**config.mk**
```make
export PLATFORM = sky130hd
export DESIGN_NAME = ponylink_serdes_gear
export DESIGN_NICKNAME = d
export VERILOG_FILES = /design/src/rtl/ponylink_serdes_pkg.sv /design/src/rtl/ponylink_serdes_delay.sv /design/src/rtl/ponylink_serdes_gear.sv
export SDC_FILE = /design/constraint.sdc
export NUM_CORES = 1
export LEC_CHECK = 0
export CAP_MARGIN = 5
export CORE_UTILIZATION = 51
export DETAILED_ROUTE_END_ITERATION = 7
export PLACE_DENSITY = 0.8
export RECOVER_POWER = 50
export SETUP_SLACK_MARGIN = 0.05
export SLEW_MARGIN = 25
export SYNTH_ARGS = -nofsm -noshare
export SYNTH_HDL_FRONTEND = slang
export SYNTH_SLANG_ARGS = --single-unit
```
**constraint.sdc**
```tcl
create_clock -name clk -period 4 [get_ports clk]
set_clock_uncertainty 0.15 [all_clocks]
set_input_delay 0.8 -clock clk [delete_from_list [all_inputs] [get_ports clk]]
set_output_delay 0.8 -clock clk [all_outputs]
set_load 0.1 [all_outputs]
```
**src/rtl/ponylink_serdes_pkg.sv**
```systemverilog
// Shared defaults and helpers for the PonyLink SERDES gearbox.
package ponylink_serdes_pkg;

  localparam int DEF_PARBITS      = 4;
  localparam int DEF_TRI_HOLD     = 3;
  localparam int DEF_LOOP_LAT     = 2;
  localparam int DEF_ERRCNT_WIDTH = 8;

  // Width of a counter that must hold values 0..hold (at least one bit).
  function automatic int hold_cnt_width(input int hold);
    return (hold < 1) ? 1 : $clog2(hold + 1);
  endfunction

endpackage

```
**src/rtl/ponylink_serdes_delay.sv**
```systemverilog
// Fixed-depth shift pipeline with async active-low reset; carries the
// launched word and its drive-valid flag until the loopback copy returns.
module ponylink_serdes_delay #(
  parameter int WIDTH = 1,
  parameter int DEPTH = 1
) (
  input  logic             clk,
  input  logic             resetn,
  input  logic [WIDTH-1:0] din_i,
  output logic [WIDTH-1:0] dout_o
);

  logic [WIDTH-1:0] stage_q [DEPTH];

  always_ff @(posedge clk or negedge resetn) begin
    if (!resetn) begin
      // NOTE: unlike a plain data store, every stage is reset: the valid bit
      // rides in here and a stale 1 after reset would raise false collisions.
      for (int i = 0; i < DEPTH; i++) stage_q[i] <= '0;
    end else begin
      stage_q[0] <= din_i;
      for (int i = 1; i < DEPTH; i++) stage_q[i] <= stage_q[i-1];
    end
  end

  assign dout_o = stage_q[DEPTH-1];

endmodule

```
**src/rtl/ponylink_serdes_gear.sv**
```systemverilog
// PonyLink SERDES gearbox: hold-last transmit shaping, tristate hold timer,
// receive register and loopback collision detection against driven words.
module ponylink_serdes_gear
  import ponylink_serdes_pkg::*;
#(
  parameter int PARBITS      = DEF_PARBITS,
  parameter int TRI_HOLD     = DEF_TRI_HOLD,
  parameter int LOOP_LAT     = DEF_LOOP_LAT,
  parameter int ERRCNT_WIDTH = DEF_ERRCNT_WIDTH
) (
  input  logic                    clk,
  input  logic                    resetn,
  input  logic [PARBITS-1:0]      core_out,
  input  logic [PARBITS-1:0]      core_en,
  output logic [PARBITS-1:0]      core_in,
  output logic [PARBITS-1:0]      oserdes_d,
  output logic                    oserdes_t,
  input  logic [PARBITS-1:0]      iserdes_q,
  input  logic                    clear_count,
  output logic                    collision,
  output logic [ERRCNT_WIDTH-1:0] collision_count
);

  localparam int               CNT_W     = hold_cnt_width(TRI_HOLD);
  localparam logic [CNT_W-1:0] HOLD_LOAD = CNT_W'(TRI_HOLD);

  logic [PARBITS-1:0]      d_q, d_d;
  logic                    last_q, last_d;
  logic [CNT_W-1:0]        cnt_q, cnt_d;
  logic                    t_q;
  logic [PARBITS-1:0]      core_in_q;
  logic [ERRCNT_WIDTH-1:0] count_q, count_d;

  logic [PARBITS:0]        exp_word;
  logic [PARBITS-1:0]      exp_d;
  logic                    exp_v;
  logic                    collision_w;

  // Each bit carries the level held before its own enable is applied, so the
  // line never changes level except where the core asked for it.
  always_comb begin
    // NOTE: every combinational output gets a default first so no path can
    // leave it unassigned (no latch); blocking '=' lets last_d ripple across
    // the bit scan within one cycle, while always_ff blocks use '<=' only.
    last_d = last_q;
    d_d    = '0;
    for (int i = 0; i < PARBITS; i++) begin
      d_d[i] = last_d;
      if (core_en[i]) last_d = core_out[i];
    end
  end

  always_comb begin
    cnt_d = cnt_q;
    if (|core_en)            cnt_d = HOLD_LOAD;
    else if (cnt_q != '0)    cnt_d = cnt_q - CNT_W'(1);
  end

  always_comb begin
    count_d = count_q;
    if (clear_count)                         count_d = '0;
    else if (collision_w && count_q != '1)   count_d = count_q + ERRCNT_WIDTH'(1);
  end

  always_ff @(posedge clk or negedge resetn) begin
    if (!resetn) begin
      d_q       <= '0;
      last_q    <= 1'b0;
      cnt_q     <= '0;
      t_q       <= 1'b1;
      core_in_q <= '0;
      count_q   <= '0;
    end else begin
      d_q       <= d_d;
      last_q    <= last_d;
      cnt_q     <= cnt_d;
      t_q       <= (cnt_d == '0);
      core_in_q <= iserdes_q;
      count_q   <= count_d;
    end
  end

  // One extra stage beyond the loop latency matches the core_in register.
  ponylink_serdes_delay #(
    .WIDTH (PARBITS + 1),
    .DEPTH (LOOP_LAT + 1)
  ) u_exp_delay (
    .clk    (clk),
    .resetn (resetn),
    .din_i  ({d_q, ~t_q}),
    .dout_o (exp_word)
  );

  assign exp_d = exp_word[PARBITS:1];
  assign exp_v = exp_word[0];

  // Released words are never compared: turnaround and slave traffic pass.
  assign collision_w = exp_v && (core_in_q != exp_d);

  assign oserdes_d       = d_q;
  assign oserdes_t       = t_q;
  assign core_in         = core_in_q;
  assign collision       = collision_w;
  assign collision_count = count_q;

endmodule
```
==> impl_metrics.env, run 1 <==
export IMPL_synth_area_leader_cell="dfrtp_1"
export IMPL_grt_pass1_wl_um=3460
export IMPL_seq_area_um2=877
export IMPL_rsz0062_at_grt="false"
export IMPL_drc=0
export IMPL_grtUsageTotal_pct=18.8
export IMPL_num_rows=18
export IMPL_endpoint_kind="output pin"
export IMPL_worstPathMaxFanout=2
export IMPL_vdd_drop_max_mv=0.404
export IMPL_start_util_pct=53.6
export IMPL_dieArea_mm2=0.00279
export IMPL_cts_setup_buffers=0
export IMPL_core_area_mm2=0.00245
export IMPL_finalPower_mw=0.728
export IMPL_clockRootBuffer="clkbuf_4"
export IMPL_syn_num_nets=114
export IMPL_cp_data_required_time_ps=3050
export IMPL_status="finished, violations left"
export IMPL_cp_slowest_cell="clkdlybuf4s50_1"
export IMPL_final_setup_viol_count=0
export IMPL_grt_max_degree=36
export IMPL_wirelength_um=2100
export IMPL_nFillCells=198
export IMPL_antenna_found_initial=0
export IMPL_crit_family="buffers and inverters"
export IMPL_ant_nets=0
export IMPL_cts_buffers=5
export IMPL_place_ws_ps=1300
export IMPL_routed_via_density=5.35
export IMPL_fin_nets=147
export IMPL_multi_input_comb_area_um2=378
export IMPL_clock_latency_ps=330
export IMPL_synth_cells=98
export IMPL_post_route_period_util_pct=74.1
export IMPL_cts_resized=0
export IMPL_violations="max-capacitance violations, max-slew violations"
export IMPL_power_density_mw_per_mm2=431
export IMPL_cp_data_arrival_time_ps=2010
export IMPL_synth_warnings=0
export IMPL_hold_buffers=0
export IMPL_cp_start_kind="register"
export IMPL_vias=866
export IMPL_drive_gt1_share_pct=11.4
export IMPL_cp_num_buf_inv=1
export IMPL_fmax_mhz=337
export IMPL_die_h_um=52.8
export IMPL_dpl_hpwl_um=1520
export IMPL_synth_async_reset_ratio_pct=100
export IMPL_power_leakage_nw=0.699
export IMPL_hp_class="register to register"
export IMPL_setup_tns_ps=0
export IMPL_synth_edf_count=0
export IMPL_grt_pass1_vias=824
export IMPL_yosysUniqueCellTypes=31
export IMPL_initialDrtViolationCount=9
export IMPL_synth_ff_type="dfrtp_1"
export IMPL_r2r_slack_ps=2030
export IMPL_fin_crit_ps=2960
export IMPL_synth_top_cell_area_share_pct=64.6
export IMPL_clk_transition_reported_paths_ps=100
export IMPL_cp_slowest_stage_delay_ps=1140
export IMPL_clk_path_buf_depth=2
export IMPL_setup_ws_ps=1040
export IMPL_synth_seq_area_share_pct=66.6
export IMPL_ys_ff_latch=35
export IMPL_dr_pass1_iters=4
export IMPL_cap_violations=1
export IMPL_io_pins=33
export IMPL_slew_viol_final=36
export IMPL_netlist_area_mm2=0.00132
export IMPL_timing_slew_headroom_pct=-18.4
export IMPL_syn_area_per_cell_um2=13.4
export IMPL_antenna_cells=0
export IMPL_syn_to_final_growth_pct=28.1
export IMPL_die_w_um=52.8
export IMPL_path_class="register to output pin"
export IMPL_portBuffers=32
export IMPL_synth_area_top_cells="dfrtp_1, mux2_4, xor2_1, buf_4, o41ai_4"
export IMPL_grt_overflow_total=0
export IMPL_clock_sinks=35
export IMPL_tightestPinTransition_ps=1780
export IMPL_wl_per_cell_um=13.0
export IMPL_htreeDepth=2
export IMPL_gp_congestion=0.776
export IMPL_hold_viol_final=0
export IMPL_cts_tree="yes"
export IMPL_crit_path_cell_trace="clkdlybuf4s50_1"
[logic make-up after synthesis]
family	count (synthesis)	synth area share, %
flip-flops	35	66.6
XOR/XNOR	4	2.66
multiplexers	5	5.13
adder cells (fa/ha/maj)	1	0.950
AND/OR/NAND/NOR	27	12.0
AO/OA/AOI/OAI	14	7.98
buffers and inverters	12	4.66
[path summary, 6_finish.rpt]
path	start	to	cells past startpoint
setup / recovery	oserdes_t$_DFF_PN1_	oserdes_t	1
hold / removal	u_exp_delay.stage_q[9]$_DFF_PN0_	u_exp_delay.dout_o[4]$_DFF_PN0_	0
setup reg to reg	core_in[1]$_DFF_PN0_	collision_count[5]$_DFFE_PN0P_	4
hold reg to reg	u_exp_delay.stage_q[9]$_DFF_PN0_	u_exp_delay.dout_o[4]$_DFF_PN0_	0
max in group asynchronous	resetn	u_exp_delay.stage_q[9]$_DFF_PN0_	2
min in group asynchronous	resetn	u_exp_delay.stage_q[8]$_DFF_PN0_	2
[power breakdown]
group	internal (mW)	switching, mW
clock	0.0677	0.113
sequential	0.377	0.0127
combinational	0.0448	0.113
[metal layers]
metal / global-route usage (%) / up-vias / share of wire, % / wire length (µm)
met3: 9.86 / 6 / 7.1 / 149
li1: - / 409 / - / -
met5: 0 / - / 0 / 0
met2: 31.0 / 33 / 50 / 1040
met4: 10.5 / 0 / 3.1 / 65
met1: 18.8 / 418 / 40 / 839
[area by class of cell]
cell class | instances | share of cell area [%]
Tap cell | 30 | 2.23
Sequential cell | 35 | 52.0
Inverter | 5 | 1.11
Timing Repair Buffer | 33 | 19.1
Multi-Input combinational cell | 51 | 22.4
Clock buffer | 6 | 2.45
Clock inverter | 2 | 0.742
[registers in the layout (all words and copies together) (netlist names)]
name and cells:
u_exp_delay.stage_q 10, collision_count 8, u_exp_delay.dout_o 5, core_in 4, oserdes_d 4, cnt_q 2, last_q 1, oserdes_t 1
[layout by cell type, fill, tap and decap left out, types with 2 or more instances in the layout]
master	instances
inv_1	5
clkbuf_4	5
mux2_2	2
mux2_4	3
dfrtp_1	34
xor2_1	4
or4_1	3
nand3_1	4
clkbuf_1	2
nor4_1	4
or3_1	2
a21oi_1	5
nand2_1	4
o21ai_0	3
o31ai_1	3
nor2_1	2
clkdlybuf4s50_1	26
dlygate4sd3_1	5
[synth_stat cells, types with 2 or more instances]
cell type,n
dfrtp_1,34
a21oi_1,5
inv_1,5
buf_4,4
nand2_1,4
nand3_1,4
nor4_1,4
xor2_1,4
mux2_4,3
o21ai_0,3
o31ai_1,3
or4_1,3
mux2_2,2
nor2_1,2
or3_1,2
[metrics by stage]
step / instance area (µm²) / util, % / hold slack (ps) / instances
3_3_place_gp: 1640 / 66.7 / 182 / 154
2_1_floorplan: 1320 / - / 181 / 98
5_1_grt: 1690 / 68.7 / 215 / 162
4_1_cts: 1690 / 68.9 / 210 / 162
6_report: 1690 / 68.7 / 207 / 162
3_5_place_dp: 1640 / 66.7 / 185 / 154
Note: power is estimated with default switching activity, not from simulation.
==> run 2: changes to the inputs <==
CORE_UTILIZATION = 47   (was 51)
PLACE_DENSITY = 0.75   (was 0.8)
clock period = 2.8 ns   (was 4 ns; I/O delays follow)
==> run 2 against run 1 <==
Net effect: the flow now finishes without violations; sequential power increased by 43%; global-route usage shrank 1.6 points; worst setup slack got worse by 650 ps; critical path depth rose by 3; non-clock buffer count increased by 1; total power is 43% higher; sequential cell count is the same; design area fell by 0.96%; count of clock-buffer cells in the layout unchanged; wire length is 9.1% higher; first-iteration DRC count is 44% lower; register-to-register slack got worse by 1200 ps.
==> impl_metrics.env, run 2 (synthesis results as in run 1) <==
export IMPL_status="complete, no violations"
export IMPL_fin_crit_ps=2420
export IMPL_setup_tns_ps=0
export IMPL_gp_congestion=0.733
export IMPL_slew_viol_final=0
export IMPL_critPathLaunch="core_in[2]$_DFF_PN0_"
export IMPL_dpl_hpwl_um=1560
export IMPL_vdd_drop_max_mv=0.446
export IMPL_vias=857
export IMPL_power_leakage_nw=0.734
export IMPL_path_class="register to output pin"
export IMPL_drive_gt1_share_pct=28.6
export IMPL_syn_to_final_growth_pct=26.9
export IMPL_cap_violations=0
export IMPL_top_register="u_exp_delay.stage_q"
export IMPL_hp_class="register to register"
export IMPL_dr_pass1_iters=4
export IMPL_routed_via_density=5.26
export IMPL_wl_per_cell_um=14.0
export IMPL_cts_buffers=5
export IMPL_largest_register_ff_count=10
export IMPL_fmax_mhz=414
export IMPL_final_setup_viol_count=0
export IMPL_place_inst=154
export IMPL_crit_path_cell_trace="xor2_1 > o41ai_4 > inv_1 > buf_12"
export IMPL_rsz0062_at_grt="false"
export IMPL_initialDrtViolationCount=5
export IMPL_cp_start_kind="register"
export IMPL_ant_nets=0
export IMPL_hp_start="u_exp_delay.stage_q[12]$_DFF_PN0_"
export IMPL_final_common_cell="dfrtp_1"
export IMPL_drc=0
export IMPL_cts_resized=0
export IMPL_grt_max_degree=36
export IMPL_setup_ws_ps=383
export IMPL_wirelength_um=2290
export IMPL_tightestPinTransition_ps=846
export IMPL_dieArea_mm2=0.00302
export IMPL_endpoint_kind="output pin"
export IMPL_post_route_period_util_pct=86.3
export IMPL_final_cell_mix="dfrtp_1, buf_4, clkdlybuf4s50_1"
export IMPL_cp_slowest_cell="o41ai_4"
export IMPL_worstPathMaxFanout=2
export IMPL_cts_tree="yes"
export IMPL_grtUsageTotal_pct=17.2
export IMPL_clockRootBuffer="clkbuf_4"
export IMPL_core_area_mm2=0.00257
export IMPL_portBuffers=32
export IMPL_cp_slowest_stage_delay_ps=450
export IMPL_cts_setup_buffers=1
export IMPL_start_util_pct=51.3
export IMPL_htreeDepth=2
export IMPL_reg2reg_from="core_in[2]$_DFF_PN0_"
export IMPL_grt_pass1_vias=763
export IMPL_clock_latency_ps=330
export IMPL_num_rows=18
export IMPL_utilization_pct=65.1
export IMPL_grt_overflow_total=0
export IMPL_hold_buffers=0
export IMPL_die_h_um=54.9
export IMPL_timing_slew_headroom_pct=43.6
export IMPL_fin_nets=148
export IMPL_cp_data_arrival_time_ps=1710
export IMPL_cp_data_required_time_ps=2090
export IMPL_io_pins=33
export IMPL_hold_viol_final=0
export IMPL_place_ws_ps=338
export IMPL_fin_cells=163
export IMPL_die_w_um=54.9
export IMPL_antenna_cells=0
export IMPL_clock_sinks=35
export IMPL_clk_transition_reported_paths_ps=100
export IMPL_nFillCells=208
export IMPL_power_density_mw_per_mm2=625
export IMPL_clk_path_buf_depth=2
export IMPL_grt_pass1_wl_um=3330
export IMPL_antenna_found_initial=0
## run 2: cell types whose count changed in the layout (fill, tap and decap cells not counted), sizes merged
| cell | before | now |
|---|---|---|
| clkdlybuf4s50 | 26 | 9 |
| buf | 1 | 19 |
## run 2: per-layer routing
metal	wire length, µm	track usage (%)	vias up
li1	-	-	405
met4	37	9.58	0
met2	1190	29.1	30
met1	899	18.1	417
met3	163	6.83	5
met5	0	0	-
## run 2: stage by stage
| step | hold slack [ps] | total power, mW | instance area [µm²] |
|---|---|---|---|
| final | 206 | 1.04 | 1670 |
| after global routing | 215 | 1.09 | 1670 |
| after CTS | 206 | 1.06 | 1670 |
| after detailed placement | 186 | 0.796 | 1610 |
| after global placement | 183 | 0.791 | 1610 |
| after floorplan | 114 | 0.733 | 1320 |
## run 2: area by class of cell
cell class	instances	area [µm²]	share of cell area (%)
Sequential cell	35	882	52.8
Multi-Input combinational cell	51	378	22.6
Timing Repair Buffer	34	300	18.0
Clock buffer	6	41.3	2.47
Tap cell	30	37.5	2.25
Inverter	5	18.8	1.12
Clock inverter	2	12.5	0.749
## run 2: power breakdown
part | total [mW] | leakage [nW] | internal (mW) | switching [mW]
Clock | 0.259 | 0.0282 | 0.0969 | 0.162
Combinational | 0.227 | 0.301 | 0.0631 | 0.164
Sequential | 0.558 | 0.405 | 0.539 | 0.0189
## run 2: critical path, delay by kind of cell (launching register included)
family | cells | cell delay (ps)
flops | 1 | 430
xor+xnor | 1 | 180
buf+inv | 2 | 320
compound gates | 1 | 450
## run 2: path summary, 6_finish.rpt
kind | endpoint | slack, ps | cells after the start
setup / recovery | collision | 380 | 4
hold / removal | u_exp_delay.stage_q[7]$_DFF_PN0_ | 210 | 0
setup reg to reg | collision_count[5]$_DFFE_PN0P_ | 800 | 5
hold reg to reg | u_exp_delay.stage_q[7]$_DFF_PN0_ | 210 | 0
max in group asynchronous | core_in[2]$_DFF_PN0_ | 1220 | 2
min in group asynchronous | u_exp_delay.dout_o[1]$_DFF_PN0_ | 710 | 2
==> run 3: changes to the inputs <==
CORE_MARGIN = 5   (was default)
==> run 3 against run 2 <==
Net effect: design area increased by 0.45%; highest routed layer unchanged; combinational power about the same; die area increased by 31%; clock power increased by 8.1%; global-route usage decreased by 4.2 points; sequential cell count unchanged.
==> impl_metrics.env, run 3 (synthesis results as in run 1) <==
export IMPL_fin_crit_ps=2360
export IMPL_drive_gt1_share_pct=29.3
export IMPL_dpl_hpwl_um=1580
export IMPL_dr_pass1_iters=4
export IMPL_grt_overflow_total=0
export IMPL_die_h_um=62.9
export IMPL_final_common_cell="dfrtp_1"
export IMPL_power_density_mw_per_mm2=634
export IMPL_r2r_cells=5
export IMPL_crit_family="flip-flops"
export IMPL_reg2reg_from="core_in[0]$_DFF_PN0_"
export IMPL_setup_tns_ps=0
export IMPL_clockRootBuffer="clkbuf_4"
export IMPL_clk_path_buf_depth=2
export IMPL_cp_data_arrival_time_ps=1650
export IMPL_cts_buffers=5
export IMPL_cts_resized=0
export IMPL_io_pins=33
export IMPL_gp_congestion=0.841
export IMPL_fin_hold_ws_ps=197
export IMPL_top_register="u_exp_delay.stage_q"
export IMPL_clock_latency_ps=330
export IMPL_cp_data_required_time_ps=2090
export IMPL_vdd_drop_max_mv=0.382
export IMPL_cp_start_kind="register"
export IMPL_antenna_cells=0
export IMPL_r2r_slack_ps=850
export IMPL_rr_endpoint="collision_count[5]$_DFFE_PN0P_"
export IMPL_hold_buffers=0
export IMPL_portBuffers=32
export IMPL_clk_transition_reported_paths_ps=100
export IMPL_syn_to_final_growth_pct=27.5
export IMPL_start_util_pct=48.6
export IMPL_hold_depth=0
export IMPL_endpoint_kind="output pin"
export IMPL_core_area_mm2=0.00271
export IMPL_clock_sinks=35
export IMPL_dieArea_mm2=0.00396
export IMPL_grt_max_degree=36
export IMPL_fmax_mhz=423
export IMPL_htreeDepth=2
export IMPL_ant_nets=0
export IMPL_status="complete, no violations"
export IMPL_cp_slowest_cell="dfrtp_2"
export IMPL_cap_violations=0
export IMPL_initialDrtViolationCount=25
export IMPL_timing_slew_headroom_pct=45.0
export IMPL_wl_per_cell_um=13.7
export IMPL_cp_slowest_stage_delay_ps=420
export IMPL_cts_setup_buffers=0
export IMPL_cts_tree="yes"
export IMPL_grt_pass1_vias=906
export IMPL_drc=0
export IMPL_die_w_um=62.9
export IMPL_antenna_found_initial=0
export IMPL_hp_start="u_exp_delay.stage_q[6]$_DFF_PN0_"
export IMPL_grt_pass1_wl_um=4020
export IMPL_slew_viol_final=0
export IMPL_crit_path_cell_trace="xor2_1 > o41ai_4 > inv_1 > buf_12"
export IMPL_place_inst=156
export IMPL_num_rows=19
export IMPL_largest_register_ff_count=10
export IMPL_worstPathMaxFanout=2
export IMPL_rsz0062_at_grt="false"
export IMPL_fin_area_mm2=0.00168
export IMPL_fin_nets=148
export IMPL_postPlaceCellArea_mm2=0.00162
export IMPL_hp_class="register to register"
export IMPL_path_class="register to output pin"
export IMPL_power_leakage_nw=0.741
export IMPL_vias=872
export IMPL_tightestPinTransition_ps=825
export IMPL_min_to="u_exp_delay.dout_o[1]$_DFF_PN0_"
export IMPL_routed_via_density=5.32
export IMPL_cp_num_buf_inv=2
export IMPL_fin_cells=164
export IMPL_wirelength_um=2250
export IMPL_final_setup_viol_count=0
export IMPL_final_cell_mix="dfrtp_1, buf_4, clkdlybuf4s50_1"
export IMPL_grtUsageTotal_pct=13.0
export IMPL_hold_viol_final=0
export IMPL_post_route_period_util_pct=84.5
-- run 3: cell types whose count changed in the layout (fill, tap and decap cells not counted), sizes merged --
cell	before	now
clkbuf	7	8
clkinvlp	1	0
-- run 3: stage by stage --
stage                     setup slack [ps]  total power, mW  util, %
after floorplan                        189            0.733        -
after global placement                 373            0.794     59.8
after detailed placement               339            0.798     59.8
after CTS                              397             1.08     62.0
after global routing                   361             1.12     61.9
final                                  435             1.06     61.9
-- run 3: power breakdown --
part	internal (mW)	leakage [nW]	total, mW	switching (mW)
clock network	0.122	0.0353	0.280	0.158
registers	0.539	0.405	0.557	0.0184
logic	0.0630	0.301	0.226	0.163
total	0.724	0.741	1.06	0.340
-- run 3: worst max-delay path by stage --
stage                               from               end  slack (ps)  cells past startpoint
floorplan           core_in[1]$_DFF_PN0_         collision         190                      4
global placement              core_en[0]  last_q$_DFF_PN0_         370                      5
detailed placement            core_en[0]  last_q$_DFF_PN0_         340                      5
CTS                 core_in[1]$_DFF_PN0_         collision         400                      4
global route        core_in[1]$_DFF_PN0_         collision         360                      4
finish              core_in[1]$_DFF_PN0_         collision         440                      4
-- run 3: worst reg2reg max path, stage by stage, from the launching register on --
cell	delay (ps)
dfrtp_2	420
xor2_1	280
o41ai_4	140
buf_4	190
nor4_1	300
mux2_2	370
-- run 3: layout make-up --
class	instances	area [µm²]
multi-input cells	51	378
flip-flops and latches	35	882
repair buffers	34	300
fillers	225	1030
inverters	5	18.8
clock buffers	7	55.1
well taps	31	38.8
clock inverters	1	5.00
-- run 3: metal layers --
| metal | GRT usage (%) | share of wire [%] | up-vias | routed length, µm |
|---|---|---|---|---|
| met5 | 0 | 0 | - | 0 |
| met4 | 7.16 | 1.8 | 0 | 41 |
| met3 | 6.29 | 9.6 | 6 | 216 |
| met2 | 19.7 | 47 | 34 | 1050 |
| met1 | 14.8 | 42 | 424 | 944 |
| li1 | - | - | 408 | - |
